## src/rtl/uart_reg_pkg.sv

```systemverilog
// Shared definitions for the UART register-bank CPU access path.
// Holds the FSM encoding, register index map and default bank geometry.
package uart_reg_pkg;

  localparam int unsigned DEF_REG_WIDTH  = 32;
  localparam int unsigned DEF_NUM_REGS   = 4;
  localparam int unsigned DEF_ADDR_WIDTH = 4;

  localparam int unsigned REG_CTRL   = 0;
  localparam int unsigned REG_STATUS = 1;
  localparam int unsigned REG_TXDATA = 2;
  localparam int unsigned REG_RXDATA = 3;

  typedef enum logic [1:0] {
    ST_IDLE   = 2'd0,
    ST_ACCESS = 2'd1,
    ST_RESP   = 2'd2
  } reg_if_state_e;

endpackage

```

## src/rtl/uart_reg_addr_dec.sv

```systemverilog
// Combinational word-address decoder: one-hot write/read strobes plus an
// out-of-range flag for addresses beyond the populated bank.
module uart_reg_addr_dec
  import uart_reg_pkg::*;
#(
  parameter int unsigned NUM_REGS   = DEF_NUM_REGS,
  parameter int unsigned ADDR_WIDTH = DEF_ADDR_WIDTH
) (
  input  logic [ADDR_WIDTH-1:0] i_addr,
  input  logic                  i_write,
  input  logic                  i_en,
  output logic [NUM_REGS-1:0]   o_wr_en,
  output logic [NUM_REGS-1:0]   o_rd_en,
  output logic                  o_out_of_range
);

  always_comb begin
    o_wr_en        = '0;
    o_rd_en        = '0;
    o_out_of_range = (32'(i_addr) >= NUM_REGS);
    for (int unsigned k = 0; k < NUM_REGS; k++) begin
      if (i_en && (i_addr == ADDR_WIDTH'(k))) begin
        o_wr_en[k] = i_write;
        o_rd_en[k] = !i_write;
      end
    end
  end

endmodule

```

## src/rtl/uart_reg_if.sv

```systemverilog
// CPU-side access controller for the UART register bank (IDLE/ACCESS/RESP).
// Define UART_REG_IF_ERR_RESP_EN to flag out-of-range accesses on rsp_err_o.
module uart_reg_if
  import uart_reg_pkg::*;
#(
  parameter int unsigned REG_WIDTH  = DEF_REG_WIDTH,
  parameter int unsigned NUM_REGS   = DEF_NUM_REGS,
  parameter int unsigned ADDR_WIDTH = DEF_ADDR_WIDTH
) (
  input  logic                          clk_i,
  input  logic                          rst_ni,
  input  logic                          req_valid_i,
  output logic                          req_ready_o,
  input  logic                          req_write_i,
  input  logic [ADDR_WIDTH-1:0]         req_addr_i,
  input  logic [REG_WIDTH-1:0]          req_wdata_i,
  output logic                          rsp_valid_o,
  input  logic                          rsp_ready_i,
  output logic [REG_WIDTH-1:0]          rsp_rdata_o,
  output logic                          rsp_err_o,
  output logic [NUM_REGS-1:0]           reg_wr_en_o,
  output logic [NUM_REGS-1:0]           reg_rd_en_o,
  output logic [REG_WIDTH-1:0]          reg_wdata_o,
  input  logic [NUM_REGS*REG_WIDTH-1:0] reg_rdata_i
);

  reg_if_state_e r_state;
  reg_if_state_e w_state_nxt;

  logic                  r_write;
  logic [ADDR_WIDTH-1:0] r_addr;
  logic                  r_oor;

  logic                  w_accept;
  logic [NUM_REGS-1:0]   w_dec_wr;
  logic [NUM_REGS-1:0]   w_dec_rd;
  logic                  w_dec_oor;
  logic [REG_WIDTH-1:0]  w_sel_rdata;

  logic                  w_req_ready_nxt;
  logic                  w_rsp_valid_nxt;
  logic [REG_WIDTH-1:0]  w_rsp_rdata_nxt;
  logic                  w_rsp_err_nxt;
  logic [NUM_REGS-1:0]   w_wr_en_nxt;
  logic [NUM_REGS-1:0]   w_rd_en_nxt;
  logic [REG_WIDTH-1:0]  w_wdata_nxt;

  assign w_accept = (r_state == ST_IDLE) && req_valid_i && req_ready_o;

  // Strobes are decoded from the live request so they are registered into ACCESS.
  uart_reg_addr_dec #(
    .NUM_REGS   (NUM_REGS),
    .ADDR_WIDTH (ADDR_WIDTH)
  ) u_addr_dec (
    .i_addr         (req_addr_i),
    .i_write        (req_write_i),
    .i_en           (w_accept),
    .o_wr_en        (w_dec_wr),
    .o_rd_en        (w_dec_rd),
    .o_out_of_range (w_dec_oor)
  );

  always_comb begin
    w_sel_rdata = '0;
    for (int unsigned k = 0; k < NUM_REGS; k++) begin
      if (r_addr == ADDR_WIDTH'(k)) begin
        w_sel_rdata = reg_rdata_i[k*REG_WIDTH +: REG_WIDTH];
      end
    end
  end

  always_ff @(posedge clk_i or negedge rst_ni) begin
    if (!rst_ni) begin
      r_write <= 1'b0;
      r_addr  <= '0;
      r_oor   <= 1'b0;
    end else if (w_accept) begin
      r_write <= req_write_i;
      r_addr  <= req_addr_i;
      r_oor   <= w_dec_oor;
    end
  end

  always_ff @(posedge clk_i or negedge rst_ni) begin
    if (!rst_ni) begin
      r_state <= ST_IDLE;
    end else begin
      r_state <= w_state_nxt;
    end
  end

  always_comb begin
    w_state_nxt     = r_state;
    w_req_ready_nxt = req_ready_o;
    w_rsp_valid_nxt = rsp_valid_o;
    w_rsp_rdata_nxt = rsp_rdata_o;
    w_rsp_err_nxt   = rsp_err_o;
    w_wr_en_nxt     = '0;
    w_rd_en_nxt     = '0;
    w_wdata_nxt     = reg_wdata_o;
    case (r_state)
      ST_IDLE: begin
        w_req_ready_nxt = 1'b1;
        if (w_accept) begin
          w_state_nxt     = ST_ACCESS;
          w_req_ready_nxt = 1'b0;
          w_wr_en_nxt     = w_dec_wr;
          w_rd_en_nxt     = w_dec_rd;
          if (req_write_i) begin
            w_wdata_nxt = req_wdata_i;
          end
        end
      end
      ST_ACCESS: begin
        // Read data is sampled on the same edge a read-clear register clears.
        w_state_nxt     = ST_RESP;
        w_rsp_valid_nxt = 1'b1;
        w_rsp_rdata_nxt = (!r_write && !r_oor) ? w_sel_rdata : '0;
`ifdef UART_REG_IF_ERR_RESP_EN
        w_rsp_err_nxt   = r_oor;
`else
        w_rsp_err_nxt   = 1'b0;
`endif
      end
      ST_RESP: begin
        if (rsp_ready_i) begin
          w_state_nxt     = ST_IDLE;
          w_rsp_valid_nxt = 1'b0;
          w_req_ready_nxt = 1'b1;
        end
      end
      default: begin
        w_state_nxt     = ST_IDLE;
        w_rsp_valid_nxt = 1'b0;
        w_req_ready_nxt = 1'b1;
      end
    endcase
  end

  always_ff @(posedge clk_i or negedge rst_ni) begin
    if (!rst_ni) begin
      req_ready_o <= 1'b1;
      rsp_valid_o <= 1'b0;
      rsp_rdata_o <= '0;
      rsp_err_o   <= 1'b0;
      reg_wr_en_o <= '0;
      reg_rd_en_o <= '0;
      reg_wdata_o <= '0;
    end else begin
      req_ready_o <= w_req_ready_nxt;
      rsp_valid_o <= w_rsp_valid_nxt;
      rsp_rdata_o <= w_rsp_rdata_nxt;
      rsp_err_o   <= w_rsp_err_nxt;
      reg_wr_en_o <= w_wr_en_nxt;
      reg_rd_en_o <= w_rd_en_nxt;
      reg_wdata_o <= w_wdata_nxt;
    end
  end

endmodule

```

## config.mk

```make
export PLATFORM = sky130hd
export DESIGN_NAME = uart_reg_if
export DESIGN_NICKNAME = d
export VERILOG_FILES = /design/src/rtl/uart_reg_pkg.sv /design/src/rtl/uart_reg_addr_dec.sv /design/src/rtl/uart_reg_if.sv
export SDC_FILE = /design/constraint.sdc
export NUM_CORES = 1
export LEC_CHECK = 0
export ABC_AREA = 1
export CORE_UTILIZATION = 39
export DETAILED_ROUTE_END_ITERATION = 12
export PLACE_DENSITY = 0.82
export SLEW_MARGIN = 30
export SYNTH_ARGS = -nofsm -noshare
export SYNTH_HDL_FRONTEND = slang
export SYNTH_SLANG_ARGS = --single-unit
```

## constraint.sdc

```tcl
create_clock -name clk_i -period 1.73 [get_ports clk_i]
set_clock_uncertainty 0.15 [all_clocks]
set_input_delay 0.519 -clock clk_i [delete_from_list [all_inputs] [get_ports clk_i]]
set_output_delay 0.519 -clock clk_i [all_outputs]
set_load 0.01 [all_outputs]
```

Yosys cells after proc, flatten, opt, wreduce, memory -nomap -nowiden
Index checks and enable logic that the tools add are counted.
{ "classes": {"magnitude_cmp": 1, "n_eq_ne": 10, "muxes": 25, "bitwise_logic": 2, "n_reduce_logical": 17} }
{ "op_table": {"columns": ["operator", "count"], "rows": [
  ["$mux W32", 5],
  ["$eq A4 B2 Y1 const B", 4],
  ["$mux W4", 4],
  ["$mux W1", 11],
  ["$eq A4 B1 Y1 const B", 2],
  ["$logic_not A4 Y1", 2],
  ["$logic_and A1 B1 Y1", 7],
  ["$pmux W1 S3", 2],
  ["$pmux W2 S3", 1],
  ["$reduce_and A2 Y1", 3],
  ["$ge A4 B3 Y1 const B", 1],
  ["$mux W2", 2],
  ["$logic_not A1 Y1", 3],
  ["$reduce_and A3 Y1", 1],
  ["$eq A2 B1 Y1 const B", 1],
  ["$eq A2 B2 Y1 const B", 1],
  ["$logic_not A2 Y1", 1],
  ["$ne A2 B1 Y1 const B", 1],
  ["$ne A2 B2 Y1 const B", 1],
  ["$not A1 Y1", 2]
]} }
{ "totals": {"reg_bits": 82, "input_bits": 169, "output_inout_bits": 75, "word_cells": 65} }

Depth between registers and ports, before layout
Gate-level depths: netlist of the first run.
{ "depth": {"depth_word": 7, "ltp_mapped": 8, "ltp_nobuf": 7} }

Modules after synthesis
Synthesis of the first run repeated with hierarchy kept, for this count alone.
{ "unflattened": {"cells_unflattened": 586, "hier_area_um2": 4249.1} }
{ "modules_own_cells": {"columns": ["mod", "instances", "cells_per_inst", "area_per_inst_um2", "seq_area_each_um2"], "rows": [
  ["uart_reg_if", 1, 566, 4166.5, 2053.2],
  ["uart_reg_addr_dec", 1, 20, 82.6, 0.0]
]} }

Worst setup path before layout of the first run
No wires, ideal clock.
{ "synth_timing": {"kind": "register to register", "start": "reg req_ready_o", "end": "reg reg_wdata_o[10]", "arrival_time_ps": 1227, "required_ps": 1463, "path_slack_ps": 236, "stages_incl_launch_ff": 7, "n_path_buf": 1, "synth_period_minus_slack_ps": 1494, "path_cell_list": "dfstp_2 nand2_1 nor2_2 nand2_1 buf_2 nand2_1 nand2_1"} }
{ "synth_between": {"elab_chain_len": 2} }
{ "synth_rtl": {"columns": ["item", "line", "text"], "rows": [
  ["from (decl)", "uart_reg_if.sv:13", "output logic req_ready_o,"],
  ["from (signal assigned)", "uart_reg_if.sv:150", "req_ready_o <= w_req_ready_nxt;"],
  ["$logic_and A1 B1 Y1", "uart_reg_if.sv:48", "assign w_accept = (r_state == ST_IDLE) && req_valid_i && req_ready_o;"],
  ["$reduce_and A3 Y1 (no source line)", null, null],
  ["to (signal assigned)", "uart_reg_if.sv:156", "reg_wdata_o <= w_wdata_nxt;"],
  ["to (decl)", "uart_reg_if.sv:23", "output logic [REG_WIDTH-1:0] reg_wdata_o,"]
]} }
No other way between the ends.
A chain may end at the register's enable or synchronous reset.

Final worst setup path of the first run
{ "layout_timing": {"start": "reg rsp_rdata_o[1]", "end": "out rsp_rdata_o[1]"} }
{ "layout_lines": {"columns": ["item", "line", "text"], "rows": [
  ["from (decl)", "uart_reg_if.sv:19", "output logic [REG_WIDTH-1:0] rsp_rdata_o,"],
  ["from (signal assigned)", "uart_reg_if.sv:152", "rsp_rdata_o <= w_rsp_rdata_nxt;"]
]} }
No word-level cell between the ends.

==> impl_summary.log, run 1 <==
INFO  metric post-synth-top-count-cell = sky130_fd_sc_hd__nand2_1
INFO  metric clock_sinks = 82
INFO  metric place.detailed.instances = 946
INFO  metric critical-path-top-delay-family = flip-flops
INFO  metric max-vdd-ir-drop = 0.8804 mV
INFO  metric reg2reg_slack = 80 ps
INFO  metric total_congestion_overflow_after_global_routing = 0
INFO  metric synth_enable_flop_cells = 0
INFO  metric route.vias.total = 4906
INFO  metric place.detailed.hpwl = 11330 um
INFO  metric clk_latency = 350 ps
INFO  metric holdCritPathClass = flop to flop
INFO  metric highest_clock_rate = 587.9 MHz
INFO  metric filler_cell_count = 862
INFO  metric ys_ff_latch = 82
INFO  metric rows = 37
INFO  metric cellPowerDensity = 1368 mW/mm^2
INFO  metric synthTopCellsByCount = sky130_fd_sc_hd__nand2_1, sky130_fd_sc_hd__nand3_1, sky130_fd_sc_hd__dfrtp_1
INFO  metric fin_worst_hold_slack = 319.9 ps
INFO  metric die-width = 106.6 um
INFO  metric postRouteAntennaNets = 0
INFO  metric drc_errors = 0
INFO  metric power.total = 9.847 mW
INFO  metric crit_path_cell_trace = dlygate4sd2_1
INFO  metric worst_path_max_delay_cell = sky130_fd_sc_hd__dfrtp_1
INFO  metric first_iter_violations = 494
INFO  metric ys_seq_area_share = 48.09%
INFO  metric final_layout_size_suffix_gt1_share = 7.665%
INFO  metric post_place_setup_slack = -283.4 ps
INFO  metric final_min_period_over_clock_period = 98.32%
INFO  metric ctsHtreeMaxLevel = 3
INFO  metric worst-endpoint-required = 1060 ps
INFO  metric finalNonFillerCells = 971
INFO  metric yosysWarnings = 0
INFO  metric leakage = 3.744 nW
INFO  metric design.die.area = 0.01137 mm^2
INFO  metric floorplan.initialDensity = 40.80%
INFO  metric detail_route.wl_per_cell = 15.79 um
INFO  metric gr-usage-all-layers = 26.34%
INFO  metric setup-violations-final = 0
INFO  metric critical_path_class = flop to primary output
INFO  metric placed_cell_area = 0.006963 mm^2
INFO  metric final.min_clock_period = 1701 ps
INFO  metric placeableCoreArea = 0.01046 mm^2
INFO  metric largest_net_degree_at_the_start_of_global_routing = 50
INFO  metric postLayoutSetupSlackWorst = 29.07 ps
INFO  metric tns = 0 ps
INFO  metric placement.io_buffers = 242
INFO  metric timing.critical_path.from_type = flop
INFO  metric cts_root_buffer = sky130_fd_sc_hd__clkbuf_8
INFO  metric tritoncts.num_buffers = 9
INFO  metric detail_route.vias_per_cell = 5.053
INFO  metric postSynthCellCount = 584
INFO  metric first_global_vias = 4766
INFO  metric synth_area_leaders = sky130_fd_sc_hd__dfrtp_1, sky130_fd_sc_hd__nand2_1, sky130_fd_sc_hd__nand3_1, sky130_fd_sc_hd__o21ai_1, sky130_fd_sc_hd__inv_1
INFO  metric netlist_area = 0.004269 mm^2
INFO  metric mappedNetlistNets = 753
INFO  metric final_stage_net_count = 999
INFO  metric critical_path.n_buffers_inverters = 1
INFO  metric setup.worst_path.end_class = primary output
INFO  metric worstPathArrival = 1030 ps
INFO  metric yosysTopAreaCellShare = 47.48%
INFO  metric insertedDiodeCount = 0
INFO  metric hold_path_depth = 2
INFO  metric synth-async-reset-ratio = 100.0%
INFO  metric grt_pass1_wl = 23160 um
INFO  metric cts.reportedPaths.clkPinSlew = 80 ps
INFO  metric die_height = 106.6 um
INFO  metric antenna_found_initial = 0
INFO  metric finalHoldViolations = 0
INFO  metric synth_largest_area_cell = sky130_fd_sc_hd__dfrtp_1
INFO  metric dr.pass1.iters = 6
INFO  metric routed_wirelength = 15330 um
INFO  metric holdCritStartpoint = reg_wdata_o[14]$_DFFE_PN0P_
INFO  metric slew_viol_final = 0
INFO  metric gp_congestion = 0.8874
INFO  metric cts_tree = built
INFO  metric reg2reg_from = req_ready_o$_DFFE_PN1P_
INFO  metric postLayoutCoreUtil = 68.81%
INFO  metric synth_cell_type_count = 22
INFO  metric max_cap_viol_count = 0
INFO  metric rr_endpoint = reg_wr_en_o[3]$_DFF_PN0_
INFO  metric area_growth_syn_to_layout = 68.64%
INFO  metric postSynthAreaPerCell = 7.310 um^2
INFO  metric ys.flop_type = sky130_fd_sc_hd__dfrtp_1
INFO  metric timing.reg2reg.worst_path_depth = 6
INFO  metric status = completed
INFO  metric critical-path-max-stage-delay = 400 ps
INFO  metric final_cell_area = 0.007199 mm^2
INFO  metric clock_tree.buffer_depth = 2
INFO  metric hold_end = reg_wdata_o[14]$_DFFE_PN0P_
INFO  metric ioPinCount = 244
INFO  metric crit_path_max_fanout = 2
-- layout make-up --
cell class / instances / area (um^2) / area share [%]
Clock buffer: 11 / 151.4 / 2.103
Clock inverter: 5 / 36.28 / 0.5040
Inverter: 60 / 225.2 / 3.128
Multi-Input combinational cell: 402 / 1821 / 25.29
Sequential cell: 82 / 2053 / 28.52
Tap cell: 136 / 170.2 / 2.364
Timing Repair Buffer: 275 / 2743 / 38.10
-- cell families (layout without fill, tap and decap cells) --
group / after synthesis / count (layout) / share of synthesized area, %
compound gates: 92 / 92 / 10.79
buf+inv: 100 / 351 / 9.759
flops: 82 / 82 / 48.09
other cells: 1 / 1 / 0.08784
simple gates: 309 / 309 / 31.27
-- timing repair --
item,CTS,global route
endpoints found under the setup margin,74,43
hold buffers,1,0
hold endpoints to repair,11,0
cloned,0,0
resized for setup,86,39
setup buffers,0,8
-- power breakdown --
group	internal (mW)	total [mW]	switching, mW	leakage (nW)
combinational	2.35	5.30	2.95	2.59
sequential	2.72	3.23	0.517	1.07
clock	0.602	1.31	0.708	0.0880
total	5.67	9.85	4.18	3.74
-- metal layers --
metal / vias to the layer above / global-route usage (%) / wire length (um)
met4: 0 / 8.415 / 215
met3: 20 / 8.511 / 1785
met1: 2257 / 29.85 / 5765
li1: 2371 / - / -
met5: - / 0 / 0
met2: 258 / 46.73 / 7565
-- worst max-delay path by stage --
stage | from | slack, ps | depth (start not counted) | endpoint
after floorplan | req_ready_o$_DFFE_PN1P_ | 240 | 6 | reg_wdata_o[10]$_DFFE_PN0P_
after global placement | req_valid_i | -180 | 6 | reg_wdata_o[6]$_DFFE_PN0P_
after detailed placement | req_valid_i | -280 | 6 | reg_wr_en_o[3]$_DFF_PN0_
after CTS | rsp_rdata_o[8]$_DFFE_PN0P_ | 0.9 | 1 | rsp_rdata_o[8]
after global routing | req_ready_o$_DFFE_PN1P_ | -7 | 6 | reg_wr_en_o[3]$_DFF_PN0_
final | rsp_rdata_o[1]$_DFFE_PN0P_ | 30 | 1 | rsp_rdata_o[1]
-- flip-flops by register name (all words and copies together) (netlist names) --
name	cells
r_addr	4
r_oor	1
r_state	2
r_write	1
reg_rd_en_o	4
reg_wdata_o	32
reg_wr_en_o	4
req_ready_o	1
rsp_rdata_o	32
rsp_valid_o	1
-- cell usage in the layout (no fill, tap or decap), drive strengths merged --
cell / count
nand3: 102
dfstp: 1
nor4: 4
conb: 1
clkinv: 1
o21ai: 63
nand2: 172
nand3b: 2
a21oi: 29
nor2: 24
or2: 1
clkbuf: 11
clkinvlp: 3
buf: 34
dlygate4sd3: 1
clkdlybuf4s50: 167
nand4: 4
inv: 61
dlygate4sd2: 28
dfrtp: 81
clkdlybuf4s15: 45
-- worst register-to-register path: stages (launching register included) --
cell and delay, ps:
sky130_fd_sc_hd__dfstp_2 540, sky130_fd_sc_hd__buf_4 100, sky130_fd_sc_hd__nand2_1 60, sky130_fd_sc_hd__nor2_2 150, sky130_fd_sc_hd__buf_4 190, sky130_fd_sc_hd__nand2_1 170
sky130_fd_sc_hd__nor4_2 200
Power figures use the tool's default switching activity.
==> run 2, diff against run 1 <==
--- a/config.mk
+++ b/config.mk
@@ -6,10 +6,13 @@
 export NUM_CORES = 1
 export LEC_CHECK = 0
 export ABC_AREA = 1
+export CAP_MARGIN = 20
 export CORE_UTILIZATION = 39
 export DETAILED_ROUTE_END_ITERATION = 12
 export PLACE_DENSITY = 0.82
+export SKIP_LAST_GASP = 1
 export SLEW_MARGIN = 30
 export SYNTH_ARGS = -nofsm -noshare
 export SYNTH_HDL_FRONTEND = slang
+export SYNTH_HIERARCHICAL = 1
 export SYNTH_SLANG_ARGS = --single-unit
==> run 2 against run 1 <==
Compared with the run above:
- clock power rose by 22%
- utilization fell by 0.26 points
- critical path type unchanged
- die area fell by 0.46%
- first-iteration DRC count fell by 26%
- register-to-register slack improved by 50 ps
- total power fell by 1.5%
- largest power group unchanged
- worst setup slack got worse by 19 ps
- synthesized area fell by 0.47%
- cell count rose by 0.41%
==> impl_summary.log, run 2 <==
INFO  metric postRouteAntennaNets = 0
INFO  metric critical_path_cell_count = 1
INFO  metric yosysWarnings = 6
INFO  metric grt.busiest_layer = met2
INFO  metric placed_cell_area = 0.006905 mm^2
INFO  metric cts.reportedPaths.clkPinSlew = 90 ps
INFO  metric place.detailed.hpwl = 10430 um
INFO  metric rows = 37
INFO  metric worst-endpoint-required = 1060 ps
INFO  metric place.detailed.instances = 947
INFO  metric first_iter_violations = 368
INFO  metric design.die.area = 0.01132 mm^2
INFO  metric slew_viol_final = 0
INFO  metric total_congestion_overflow_after_global_routing = 0
INFO  metric first_global_vias = 4660
INFO  metric timing.reg2reg.worst_path_depth = 7
INFO  metric clk_latency = 360 ps
INFO  metric cellPowerDensity = 1352 mW/mm^2
INFO  metric placement.io_buffers = 242
INFO  metric tritoncts.num_buffers = 9
INFO  metric die-width = 106.4 um
INFO  metric holdCritPathClass = input port to asynchronous set/reset pin
INFO  metric ys_ff_latch = 82
INFO  metric critical-path-max-stage-delay = 400 ps
INFO  metric drc_errors = 0
INFO  metric post-synth-top-count-cell = sky130_fd_sc_hd__nand2_1
INFO  metric global_route.usage.met2 = 44.48%
INFO  metric status = completed
INFO  metric cts_hold_buffers = 0
INFO  metric worstPathArrival = 1050 ps
INFO  metric synth_cell_type_count = 23
INFO  metric registers_with_the_most_flip_flops = reg_wdata_o (32), rsp_rdata_o (32)
INFO  metric max-vdd-ir-drop = 0.8492 mV
INFO  metric placeableCoreArea = 0.01046 mm^2
INFO  metric final_cell_area = 0.007172 mm^2
INFO  metric critical-path-top-delay-family = flip-flops
INFO  metric area_growth_syn_to_layout = 68.79%
INFO  metric postSynthCellCount = 586
INFO  metric synth_enable_flop_cells = 0
INFO  metric post_place_setup_slack = -257.9 ps
INFO  metric rsz_0062_raised_after_global_routing = yes
INFO  metric insertedDiodeCount = 0
INFO  metric synth_area_leaders = sky130_fd_sc_hd__dfrtp_1, sky130_fd_sc_hd__nand2_1, sky130_fd_sc_hd__nand3_1, sky130_fd_sc_hd__nor2_1, sky130_fd_sc_hd__buf_2
INFO  metric netlist_area = 0.004249 mm^2
INFO  metric clock_sinks = 82
INFO  metric final.min_clock_period = 1720 ps
INFO  metric gp_congestion = 0.8597
INFO  metric setup-violations-final = 0
INFO  metric power.total = 9.697 mW
INFO  metric final_layout_size_suffix_gt1_share = 8.462%
INFO  metric ctsHtreeMaxLevel = 3
INFO  metric fin_worst_hold_slack = 26.52 ps
INFO  metric synth-async-reset-ratio = 100.0%
INFO  metric global_route.usage.met1 = 29.19%
INFO  metric die_height = 106.4 um
INFO  metric floorplan.initialDensity = 40.61%
INFO  metric max_cap_viol_count = 0
INFO  metric crit_path_cell_trace = dlygate4sd2_1
INFO  metric critical_path_class = flop to primary output
INFO  metric setup.worst_path.end_class = primary output
INFO  metric dr.pass1.iters = 5
INFO  metric final_stage_net_count = 1003
INFO  metric cts_root_buffer = sky130_fd_sc_hd__clkbuf_8
INFO  metric cts_tree = built
INFO  metric postLayoutSetupSlackWorst = 9.928 ps
INFO  metric route.vias.total = 4859
INFO  metric detail_route.wl_per_cell = 14.94 um
INFO  metric mappedNetlistNets = 755
INFO  metric mostFrequentLayoutCell = sky130_fd_sc_hd__nand2_1
INFO  metric ys_seq_area_share = 48.32%
INFO  metric clock_tree.buffer_depth = 2
INFO  metric critical_path.n_buffers_inverters = 1
INFO  metric grt_pass1_wl = 22760 um
INFO  metric leakage = 3.518 nW
INFO  metric gr-usage-all-layers = 25.79%
INFO  metric met3_usage = 8.400%
INFO  metric routed_wirelength = 14570 um
INFO  metric final_min_period_over_clock_period = 99.43%
INFO  metric finalHoldViolations = 0
INFO  metric highest_clock_rate = 581.4 MHz
INFO  metric worst_path_max_delay_cell = sky130_fd_sc_hd__dfrtp_1
INFO  metric synthTopCellsByCount = sky130_fd_sc_hd__nand2_1, sky130_fd_sc_hd__nand3_1, sky130_fd_sc_hd__dfrtp_1
INFO  metric postSynthAreaPerCell = 7.251 um^2
INFO  metric ioPinCount = 244
INFO  metric finalNonFillerCells = 975
INFO  metric crit_path_max_fanout = 2
INFO  metric most-common-layout-cells = sky130_fd_sc_hd__nand2_1, sky130_fd_sc_hd__clkdlybuf4s50_1, sky130_fd_sc_hd__nand3_1
INFO  metric ys.flop_type = sky130_fd_sc_hd__dfrtp_1
INFO  metric detail_route.vias_per_cell = 4.984
INFO  metric synth_largest_area_cell = sky130_fd_sc_hd__dfrtp_1
INFO  metric antenna_found_initial = 0
INFO  metric largest_net_degree_at_the_start_of_global_routing = 83
INFO  metric yosysTopAreaCellShare = 47.70%
INFO  metric timing.critical_path.from_type = flop
run 2: logic make-up (layout without fill, tap and decap cells):
logic type	Yosys count	count (layout)	synth area share (%)
buf+inv	61	314	6.389
simple gates	393	393	39.43
other cells	1	1	0.08825
flops	82	82	48.32
compound gates	49	49	5.771
run 2: worst register-to-register path: stages (launching register included):
cell                       delay [ps]
sky130_fd_sc_hd__dfrtp_1          430
sky130_fd_sc_hd__nor2_4           210
sky130_fd_sc_hd__buf_4            350
sky130_fd_sc_hd__nand3b_1         130
sky130_fd_sc_hd__nand2_1           80
sky130_fd_sc_hd__nor2_1            40
sky130_fd_sc_hd__nand2_1           50
sky130_fd_sc_hd__nand2_1           50
run 2: per-layer routing:
layer | wire length (um) | share of wire [%] | vias to the layer above
met5 | 0 | 0 | -
met4 | 331 | 2.3 | 0
met3 | 1408 | 9.7 | 28
met2 | 7026 | 48 | 233
met1 | 5801 | 40 | 2221
li1 | - | - | 2377
run 2: stage by stage:
stage / utilization (%) / TNS (ps)
2_1_floorplan: - / 0
3_3_place_gp: 66.00 / -7335
3_5_place_dp: 66.00 / -8127
4_1_cts: 67.66 / -149.6
5_1_grt: 68.55 / -52.91
6_report: 68.55 / 0
run 2: cell type report:
cell class              count  area, um^2
well taps                 136       170.2
clock buffers              11       141.4
multi-input cells         443        1929
flip-flops and latches     82        2053
fillers                   881        3291
clock inverters             5       86.33
inverters                  22       82.58
repair buffers            276        2709
run 2: timing repair:
action	CTS	global route
endpoints found under the setup margin	74	53
gates resized for setup	93	48
gates cloned	0	0
setup buffers	2	10
pin swaps	0	1
run 2: report_power, final:
group / total [mW] / internal [mW] / switching [mW]
sequential: 3.07 / 2.62 / 0.455
combinational: 5.03 / 2.22 / 2.80
clock: 1.60 / 0.864 / 0.734
total: 9.70 / 5.70 / 3.99
run 2: path summary, 6_finish.rpt:
check                      slack, ps                     endpoint                   startpoint
max                               10               reg_wdata_o[9]   reg_wdata_o[9]$_DFFE_PN0P_
min                               30     reg_wr_en_o[2]$_DFF_PN0_                       rst_ni
max reg2reg                      130  rsp_rdata_o[23]$_DFFE_PN0P_        r_addr[3]$_DFFE_PN0P_
min reg2reg                      330  reg_wdata_o[12]$_DFFE_PN0P_  reg_wdata_o[12]$_DFFE_PN0P_
max in group asynchronous       1050  rsp_rdata_o[21]$_DFFE_PN0P_                       rst_ni
min in group clk_i               330  reg_wdata_o[12]$_DFFE_PN0P_  reg_wdata_o[12]$_DFFE_PN0P_
==> edit, RTL diff (settings of run 2) <==
`rsp_rdata_o` no longer has a reset.
--- a/src/rtl/uart_reg_if.sv
+++ b/src/rtl/uart_reg_if.sv
@@ -143,3 +143,2 @@
       rsp_valid_o <= 1'b0;
-      rsp_rdata_o <= '0;
       rsp_err_o   <= 1'b0;
@@ -151,3 +150,2 @@
       rsp_valid_o <= w_rsp_valid_nxt;
-      rsp_rdata_o <= w_rsp_rdata_nxt;
       rsp_err_o   <= w_rsp_err_nxt;
@@ -159,2 +157,6 @@
 
+  always_ff @(posedge clk_i) begin
+    rsp_rdata_o <= w_rsp_rdata_nxt;
+  end
+
 endmodule
Behaviour: differs if rst_ni is asserted again (counterexample within 4 cycles, from zero or initial values and one cycle with rst_ni low); with rst_ni held inactive, the same outputs for 10 cycles.
==> edit against run 2 <==
  * The run now ends with negative setup slack left
  * Area after synthesis is 0.44% higher
  * Register-to-register slack worse by 0.23 ns
  * Sequential cell count stayed put
  * Cell area is 6.4% higher
  * Worst setup slack worse by 0.11 ns
  * Die area is 0.43% higher
  * Critical path depth is 7 higher
  * Total power is 7.2% higher
  * Synthesized cell count is 6.0% lower
  * Wire length is 15% higher
==> edit: results (changes against run 2) <==
outcome:
  status: "complete, but fails checks"
  failed_checks: "negative setup slack"
synthesis:
  synth_common_cells: "nand3_1, nand2_1, nor2_1"
  async_flop_share_pct: 61.0  # -39 points
  synth_area_leaders: "dfrtp_1, edfxtp_1, nand3_1"
  synth_edf_count: 32  # +32
  syn_nets: 720  # -4.6%
  synth_compound_area_share_pct: 0.352  # -5.4 points
  synthDistinctLibCells: 22  # -4.3%
  synth_area_per_cell_sq_um: 7.75  # +6.8%
  synthMuxAreaShare_pct: 0  # unchanged
  synth-main-ff-cell: "dfrtp_1"
hold_path:
  hold_path_end: "rsp_valid_o"
  worstHoldPathType: "reg2reg"
placed_design:
  post-place-cells: 910  # -3.9%
  gp_congestion: 0.880  # +2.3%
setup_path:
  max_stage_delay_ns: 0.55  # +0.15 ns
  worstReg2RegStart: "req_ready_o"
  regToRegEndpoint: "reg_wdata_o[23]"
  slowest_stage: "dfstp_2"
  rr_worst_depth: 8  # +1
  worstPathArrival_ns: 1.93  # +0.88 ns
  crit_path_max_fanout: 8  # +6
sta:
  setup_viol_count_final: 28  # +28
  setup_tns_ns: -1.53  # -1.53 ns
  setup_slack_ns: -0.102  # -0.112 ns
clocking:
  clockBufferDepth: 2  # unchanged
  cts_root_buf: "clkbuf_8"
final_layout:
  fin_cells: 951  # -2.5%
  drive_above_1_share_pct: 12.5  # +4.1 points
  fill_cells: 759  # -14%
power_and_ir_drop:
  vdd_drop_max_mv: 0.806  # -5.0%
  leakage_nw: 3.46  # -1.7%
grt:
  grt_max_degree: 93  # +12%
  track_usage_pct: 26.8  # +0.98 points
  grt_pass1_vias: 4421  # -5.1%
route:
  routed_wl_mm: 16.7  # +15%
  drt_iter0_markers: 382  # +3.8%
-- edit: kinds of logic (layout without fill, tap and decap cells) --
family / count (synthesis) / after routing
other: 1 / 1
DFF: 82 / 82
AOI/OAI and AO/OA: 3 / 3
and+or+nand+nor: 390 / 390
buffers and inverters: 75 / 339
-- edit: repair_timing --
action	4_1_cts	5_1_grt
endpoints found under the hold margin	13	0
cloned	5	5
endpoints found under the setup margin	85	96
setup buffers	4	10
hold buffers	1	0
pin swaps	7	31
resized for setup	104	80
-- edit: worst register-to-register path: stages (launching register included) --
cell       delay (ns)
dfstp_2          0.55
buf_6            0.10
nand2_4          0.05
nor3_4           0.22
buf_6            0.16
nand2_8          0.07
bufbuf_16        0.29
nand2_1          0.06
nand2_1          0.05
-- edit: metrics by stage --
| step | setup WS [ns] | instance area [sq um] | utilization [%] | hold slack [ns] |
|---|---|---|---|---|
| floorplan | 0.0147 | 4280 | - | 0.0734 |
| global route | -0.185 | 7630 | 73.0 | 0.357 |
| global placement | -0.345 | 6940 | 66.3 | 0.280 |
| finish | -0.102 | 7630 | 73.0 | 0.331 |
| CTS | -0.134 | 7270 | 69.5 | 0.321 |
| detailed placement | -0.426 | 6940 | 66.3 | 0.291 |
-- edit: final cells by class --
class / count / share of cell area, %
inverters: 36 / 1.82
multi-input cells: 394 / 24.7
well taps: 136 / 2.23
clock buffers: 14 / 2.28
repair buffers: 286 / 39.8
flip-flops and latches: 82 / 29.0
clock inverters: 2 / 0.131
repair inverters: 1 / 0.0983
-- edit: routing by layer --
metal | GRT usage [%] | up-vias | wire (um)
li1 | - | 2310 | -
met1 | 29.6 | 2238 | 6060
met2 | 46.2 | 272 | 8310
met3 | 9.97 | 37 | 1800
met4 | 11.2 | 0 | 505
met5 | 0 | - | 0
-- edit: worst max path at each step --
stage	slack, ns	end	start
after CTS	-0.13	req_ready_o	req_ready_o
final	-0.10	reg_wdata_o[23]	req_ready_o
after global routing	-0.18	reg_wdata_o[23]	req_ready_o
after global placement	-0.35	reg_rd_en_o[1]	req_valid_i
after floorplan	0.01	reg_rd_en_o[0]	req_ready_o
after detailed placement	-0.43	reg_wr_en_o[0]	req_valid_i
-- edit: power by group --
group          internal [W]  switching, W
clock network      0.000646      0.000661
logic               0.00264       0.00322
registers           0.00283      0.000395
